--- src/rtl/stream_upsizer_pkg.sv ---
// Purpose: shared types and helpers for the stream upsizer.
// Latency: n/a (types only).
// Backpressure: n/a (types only).
package stream_upsizer_pkg;

   // Accumulator states: FILL gathers beats, HOLD parks a completed word
   // until the output register can take it.
   typedef enum logic {
      ST_FILL = 1'b0,
      ST_HOLD = 1'b1
   } acc_state_e;

   // Lane counter width; at least one bit, so Ratio=1 still has a counter.
   function automatic int unsigned lane_width(input int unsigned ratio);
      return (ratio > 1) ? $clog2(ratio) : 1;
   endfunction

endpackage

--- src/rtl/stream_upsizer_timer.sv ---
// Purpose: idle-cycle counter that flushes a partially filled word.
// Latency: expire_o is combinational in the cycle the count reaches TimeoutCycles.
// Backpressure: none; counts only while en_i is high and no beat is accepted.
// Ports: clk_i/rst_ni/clr_i clock, async reset, sync clear; en_i partial word
//        pending; beat_i beat accepted this cycle; expire_o flush request.
module stream_upsizer_timer #(
   parameter int unsigned TimeoutCycles = 16
) (
   input  logic clk_i,
   input  logic rst_ni,
   input  logic clr_i,
   input  logic en_i,
   input  logic beat_i,
   output logic expire_o
);

   localparam int unsigned CntW = $clog2(TimeoutCycles + 1);
   localparam logic [CntW-1:0] CntMax = CntW'(TimeoutCycles - 1);

   logic [CntW-1:0] cnt_q, cnt_d;

   // The count holds the number of idle cycles already completed, so the
   // TimeoutCycles-th idle cycle is the one where cnt_q == TimeoutCycles-1.
   // An accepted beat in that cycle suppresses the flush.
   assign expire_o = en_i & ~beat_i & (cnt_q == CntMax);

   always_comb begin
      cnt_d = cnt_q + 1'b1;
      if (!en_i || beat_i || expire_o) begin
         cnt_d = '0;
      end
   end

   always_ff @(posedge clk_i or negedge rst_ni) begin
      if (!rst_ni) begin
         cnt_q <= '0;
      end else if (clr_i) begin
         cnt_q <= '0;
      end else begin
         cnt_q <= cnt_d;
      end
   end

endmodule

--- src/rtl/stream_upsizer.sv ---
// Purpose: packs Ratio narrow beats into one wide word (lane 0 first).
// Latency: word presented on valid_o one cycle after its completing beat.
// Backpressure: output register stalls on ready_i=0; a second completed word
//               parks in the accumulator (HOLD) and ready_o drops until it moves.
// Ports: clk_i, rst_ni (async, active-low), clr_i (sync clear);
//        input stream data_i/last_i/valid_i/ready_o;
//        output stream data_o/strb_o/last_o/valid_o/ready_i.
// Option: STREAM_UPSIZER_TIMEOUT_EN enables idle flush of partial words.
module stream_upsizer
   import stream_upsizer_pkg::*;
#(
   parameter int unsigned DataWidth     = 8,
   parameter int unsigned Ratio         = 4,
   parameter int unsigned TimeoutCycles = 16
) (
   input  logic                         clk_i,
   input  logic                         rst_ni,
   input  logic                         clr_i,
   input  logic [DataWidth-1:0]         data_i,
   input  logic                         last_i,
   input  logic                         valid_i,
   output logic                         ready_o,
   output logic [Ratio*DataWidth-1:0]   data_o,
   output logic [Ratio-1:0]             strb_o,
   output logic                         last_o,
   output logic                         valid_o,
   input  logic                         ready_i
);

   localparam int unsigned LaneW = lane_width(Ratio);
   localparam logic [LaneW-1:0] LastLane = LaneW'(Ratio - 1);
   localparam int unsigned WordW = Ratio * DataWidth;

   acc_state_e              state_q, state_d;
   logic [LaneW-1:0]        lane_q, lane_d;
   logic [WordW-1:0]        acc_data_q, acc_data_d;
   logic [Ratio-1:0]        acc_strb_q, acc_strb_d;
   logic                    acc_last_q, acc_last_d;
   logic [WordW-1:0]        out_data_q, out_data_d;
   logic [Ratio-1:0]        out_strb_q, out_strb_d;
   logic                    out_last_q, out_last_d;
   logic                    out_vld_q, out_vld_d;

   logic [WordW-1:0]        word_data;
   logic [Ratio-1:0]        word_strb;
   logic                    word_last;
   logic                    word_done;
   logic                    beat_acc;
   logic                    out_free;
   logic                    timeout_flush;

   // ready_o is a pure function of state, never of valid_i.
   assign ready_o  = (state_q == ST_FILL);
   assign beat_acc = valid_i & ready_o;
   // The output register can load when empty or draining this cycle.
   assign out_free = ~out_vld_q | ready_i;

`ifdef STREAM_UPSIZER_TIMEOUT_EN
   stream_upsizer_timer #(
      .TimeoutCycles (TimeoutCycles)
   ) u_timer (
      .clk_i    (clk_i),
      .rst_ni   (rst_ni),
      .clr_i    (clr_i),
      .en_i     ((state_q == ST_FILL) && (lane_q != '0)),
      .beat_i   (beat_acc),
      .expire_o (timeout_flush)
   );
`else
   assign timeout_flush = 1'b0;
`endif

   always_comb begin
      state_d    = state_q;
      lane_d     = lane_q;
      acc_data_d = acc_data_q;
      acc_strb_d = acc_strb_q;
      acc_last_d = acc_last_q;
      out_vld_d  = out_vld_q & ~ready_i;
      out_data_d = out_data_q;
      out_strb_d = out_strb_q;
      out_last_d = out_last_q;

      // Candidate word: accumulator plus this cycle's beat, if any.
      word_data = acc_data_q;
      word_strb = acc_strb_q;
      word_last = acc_last_q;
      word_done = 1'b0;

      if (state_q == ST_FILL) begin
         if (beat_acc) begin
            word_data[lane_q*DataWidth +: DataWidth] = data_i;
            word_strb[lane_q] = 1'b1;
            word_last = last_i;
            word_done = last_i | (lane_q == LastLane);
         end else if (timeout_flush) begin
            word_done = 1'b1;
         end

         if (word_done) begin
            lane_d = '0;
            if (out_free) begin
               out_vld_d  = 1'b1;
               out_data_d = word_data;
               out_strb_d = word_strb;
               out_last_d = word_last;
               acc_data_d = '0;
               acc_strb_d = '0;
               acc_last_d = 1'b0;
            end else begin
               state_d    = ST_HOLD;
               acc_data_d = word_data;
               acc_strb_d = word_strb;
               acc_last_d = word_last;
            end
         end else if (beat_acc) begin
            lane_d     = lane_q + 1'b1;
            acc_data_d = word_data;
            acc_strb_d = word_strb;
         end
      end else begin
         if (out_free) begin
            state_d    = ST_FILL;
            lane_d     = '0;
            out_vld_d  = 1'b1;
            out_data_d = acc_data_q;
            out_strb_d = acc_strb_q;
            out_last_d = acc_last_q;
            acc_data_d = '0;
            acc_strb_d = '0;
            acc_last_d = 1'b0;
         end
      end
   end

   always_ff @(posedge clk_i or negedge rst_ni) begin
      if (!rst_ni) begin
         state_q    <= ST_FILL;
         lane_q     <= '0;
         acc_data_q <= '0;
         acc_strb_q <= '0;
         acc_last_q <= 1'b0;
         out_vld_q  <= 1'b0;
         out_data_q <= '0;
         out_strb_q <= '0;
         out_last_q <= 1'b0;
      end else if (clr_i) begin
         state_q    <= ST_FILL;
         lane_q     <= '0;
         acc_data_q <= '0;
         acc_strb_q <= '0;
         acc_last_q <= 1'b0;
         out_vld_q  <= 1'b0;
         out_data_q <= '0;
         out_strb_q <= '0;
         out_last_q <= 1'b0;
      end else begin
         state_q    <= state_d;
         lane_q     <= lane_d;
         acc_data_q <= acc_data_d;
         acc_strb_q <= acc_strb_d;
         acc_last_q <= acc_last_d;
         out_vld_q  <= out_vld_d;
         out_data_q <= out_data_d;
         out_strb_q <= out_strb_d;
         out_last_q <= out_last_d;
      end
   end

   assign valid_o = out_vld_q;
   assign data_o  = out_data_q;
   assign strb_o  = out_strb_q;
   assign last_o  = out_last_q;

endmodule

--- config.mk ---
export PLATFORM = sky130hd
export DESIGN_NAME = stream_upsizer
export DESIGN_NICKNAME = d
export VERILOG_FILES = /design/src/rtl/stream_upsizer_pkg.sv /design/src/rtl/stream_upsizer_timer.sv /design/src/rtl/stream_upsizer.sv
export SDC_FILE = /design/constraint.sdc
export NUM_CORES = 1
export LEC_CHECK = 0
export BUFFER_PORTS_ARGS = -buffer_cell sky130_fd_sc_hd__clkbuf_2
export CAP_MARGIN = 25
export CELL_PAD_IN_SITES_DETAIL_PLACEMENT = 0
export CELL_PAD_IN_SITES_GLOBAL_PLACEMENT = 2
export CORE_MARGIN = 2
export CORE_UTILIZATION = 41
export DETAILED_ROUTE_END_ITERATION = 8
export PLACE_DENSITY_LB_ADDON = 0.1
export SYNTH_ARGS = -nofsm -noshare
export SYNTH_HDL_FRONTEND = slang
export SYNTH_SLANG_ARGS = --single-unit
--- constraint.sdc ---
create_clock -name clk_i -period 5.4 [get_ports clk_i]
set_input_delay 0.54 -clock clk_i [delete_from_list [all_inputs] [get_ports clk_i]]
set_output_delay 0.54 -clock clk_i [all_outputs]
set_load 0.02 [all_outputs]
==> flow_summary.ini <==
[status]
status = completed

[synthesis]
synth_warnings = 0
synth_area_leaders = dfrtp_1 51%, a211oi_1 6.2%, a31oi_1 6.0%, a32oi_1 5.4%, a32o_1 4.7%
synth_edf_count = 0
syn_nets = 359
syn_inst = 337
synth-async-reset-ratio = 1.000
synth_common_cells = 78 x dfrtp_1, 37 x a31oi_1, 32 x a211oi_1, 24 x a32oi_1
yosysTopAreaCell = dfrtp_1
yosysUniqueCellTypes = 44
synth_top_area_frac = 0.5053
ys.flop_type = dfrtp_1
yosysMostFrequentCell = dfrtp_1
post_synth.cell_area_avg_um2 = 11.46
ys_seq_area_frac = 0.5053
synthesis.area_um2 = 3862
synth_seq_cells = 78

[pwr]
switching_share = 0.2918
p_int_mw = 0.9279
power.switching_mw = 0.3822
p_total_mw = 1.310
p_clk_frac = 0.374
p_per_area_nw_per_um2 = 299.4
p_leak_nw = 1.834
p_seq_frac = 0.474
p_comb_frac = 0.152
ir_worst_vdd_mv = 0.1418

[global_routing]
grt_pass1_vias = 3078
grt-ovfl-total = 0
grt_max_degree = 79
grt_pass1_wl_mm = 17.47
antenna_found_initial = 0
grtUsageTotal = 0.2228

[detailed_routing]
drt_iter0_drc = 144
num_vias = 3060
ant_nets = 0
drt-met1-wl_mm = 5.119
viasPerCell = 6.335
wl_mm = 10.87
drc = 0
wl_met3_um = 559
drtPass1Iterations = 4
wl_per_cell_um = 22.51
wl_met2_mm = 5.131
top_layer = met4

[timing]
tns_ps = 0
fmax_ghz = 0.3387
slew-limit-headroom = 0.3733
drv_slew = 0
fin_skew_ps = 14.18
finalHoldViolCount = 0
fin_crit_ps = 2952
setup_viol = 0
finalCritPeriodShare = 0.5467
rsz0062_at_grt = false
tightest_slew_ps = 926.8

[clock_tree]
cts-resized-gates = 0
clock_latency_ps = 360
holdBufCountCts = 0
cts_root_buf = clkbuf_8
postCtsSetupBuffers = 0
clockBufferDepth = 2
clock-sinks = 78
h-tree-depth = 3
cts_buffers = 9
cts.clk_slew.worst_paths_ps = 90
cts_tree = done

[floorplan]
design.core.area_um2 = 9196
start_util = 0.4200
dieHeight_um = 101.1
dieArea_um2 = 10210
die_w_um = 101.1
io_pins = 53
rows = 35

[critical_path]
path_max_fanout = 15
path_class = reg -> reg
worstReg2RegStart = lane_q[0]
endpoint_kind = register
worstPathRequired_ps = 5680
cp-start-kind = register
reg2reg_slack_ps = 2450
regToRegEndpoint = acc_data_q[17]
ff2ff_path_depth = 5
startpoint = lane_q[0]
cp.arrival_ps = 3230

[final_layout]
seq_area_um2 = 1952
fill_cells = 894
fin_util = 0.4758
multi_input_area_um2 = 1704
drive_above_1_share = 0.2285
area_growth_pct = 13.28
antenna_cells = 0
nets = 389

[flow_run]
drv_cap = 0

[place]
dp.final_hpwl_mm = 6.314
port_buffers = 52
place.gp.congestion = 0.7847

[worst_hold_path]
hold_class = in -> async
[flip-flops by register name (all words and copies together) (netlist names)]
| signal | cells |
|---|---|
| state_q | 1 |
| lane_q | 2 |
| valid_o | 1 |
| acc_data_q | 32 |
| strb_o | 4 |
| data_o | 32 |
| acc_last_q | 1 |
| acc_strb_q | 4 |
| last_o | 1 |
[worst max-delay path by stage]
stage / endpoint / depth (start not counted) / slack [ps]
floorplan: acc_data_q[20] / 7 / 3470
global placement: acc_data_q[21] / 5 / 2560
detailed placement: acc_data_q[21] / 5 / 2520
CTS: acc_data_q[17] / 5 / 2490
global route: acc_data_q[17] / 5 / 2190
finish: acc_data_q[17] / 5 / 2450
[through the flow]
| stage | cell area [um^2] | hold WS, ps | setup WS (ps) | cells |
|---|---|---|---|---|
| after floorplan | 3862 | 244.4 | 3469 | 337 |
| after global placement | 4106 | 470.4 | 2555 | 465 |
| after detailed placement | 4106 | 473.3 | 2517 | 465 |
| after CTS | 4320 | 397.0 | 2486 | 481 |
| after global routing | 4375 | 80.79 | 2186 | 483 |
| final | 4375 | 68.01 | 2448 | 483 |
[power groups by stage]
stage / Clock [mW] / Sequential (mW) / Combinational (mW)
2_1_floorplan: 0 / 0.653 / 0.107
5_1_grt: 0.521 / 0.624 / 0.220
4_1_cts: 0.495 / 0.621 / 0.198
3_5_place_dp: 0 / 0.632 / 0.197
3_3_place_gp: 0 / 0.632 / 0.197
6_report: 0.490 / 0.621 / 0.199
[worst max-delay path, stage by stage (launching register included)]
cell,delay [ps]
dfrtp_1,640
inv_1,180
ha_1,570
nor4bb_2,890
o211a_1,420
a32o_1,170
[cell families (layout without fill, tap and decap cells)]
group | count (synthesis) | in the layout | share of synthesized area
DFF | 78 | 78 | 0.5053
muxes | 5 | 5 | 0.01296
adders and majority gates | 8 | 8 | 0.02592
AOI/OAI and AO/OA | 154 | 154 | 0.3152
and+or+nand+nor | 48 | 48 | 0.08423
buffers and inverters | 44 | 79 | 0.05637
[per-layer routing]
| metal | vias to the layer above | track usage |
|---|---|---|
| li1 | 1434 | - |
| met1 | 1543 | 0.3197 |
| met2 | 78 | 0.3490 |
| met3 | 5 | 0.03398 |
| met4 | 0 | 0.06653 |
| met5 | - | 0 |
[cell usage in the layout, fill, tap and decap left out, drive strengths merged, types with 8 or more instances in the layout]
cell type  instances
ha                 8
clkbuf            61
dfrtp             78
a31oi             38
nand2             11
a211oi            33
a21oi              8
and2               8
a32oi             24
a32o              18
o2bb2ai           12
[final cells by class]
class | count | share of cell area
Clock buffer | 10 | 0.02917
Clock inverter | 6 | 0.01973
Inverter | 5 | 0.004289
Multi-Input combinational cell | 215 | 0.3895
Sequential cell | 78 | 0.4461
Tap cell | 111 | 0.03174
Timing Repair Buffer | 58 | 0.07950
(Power assumes the default switching activity.)
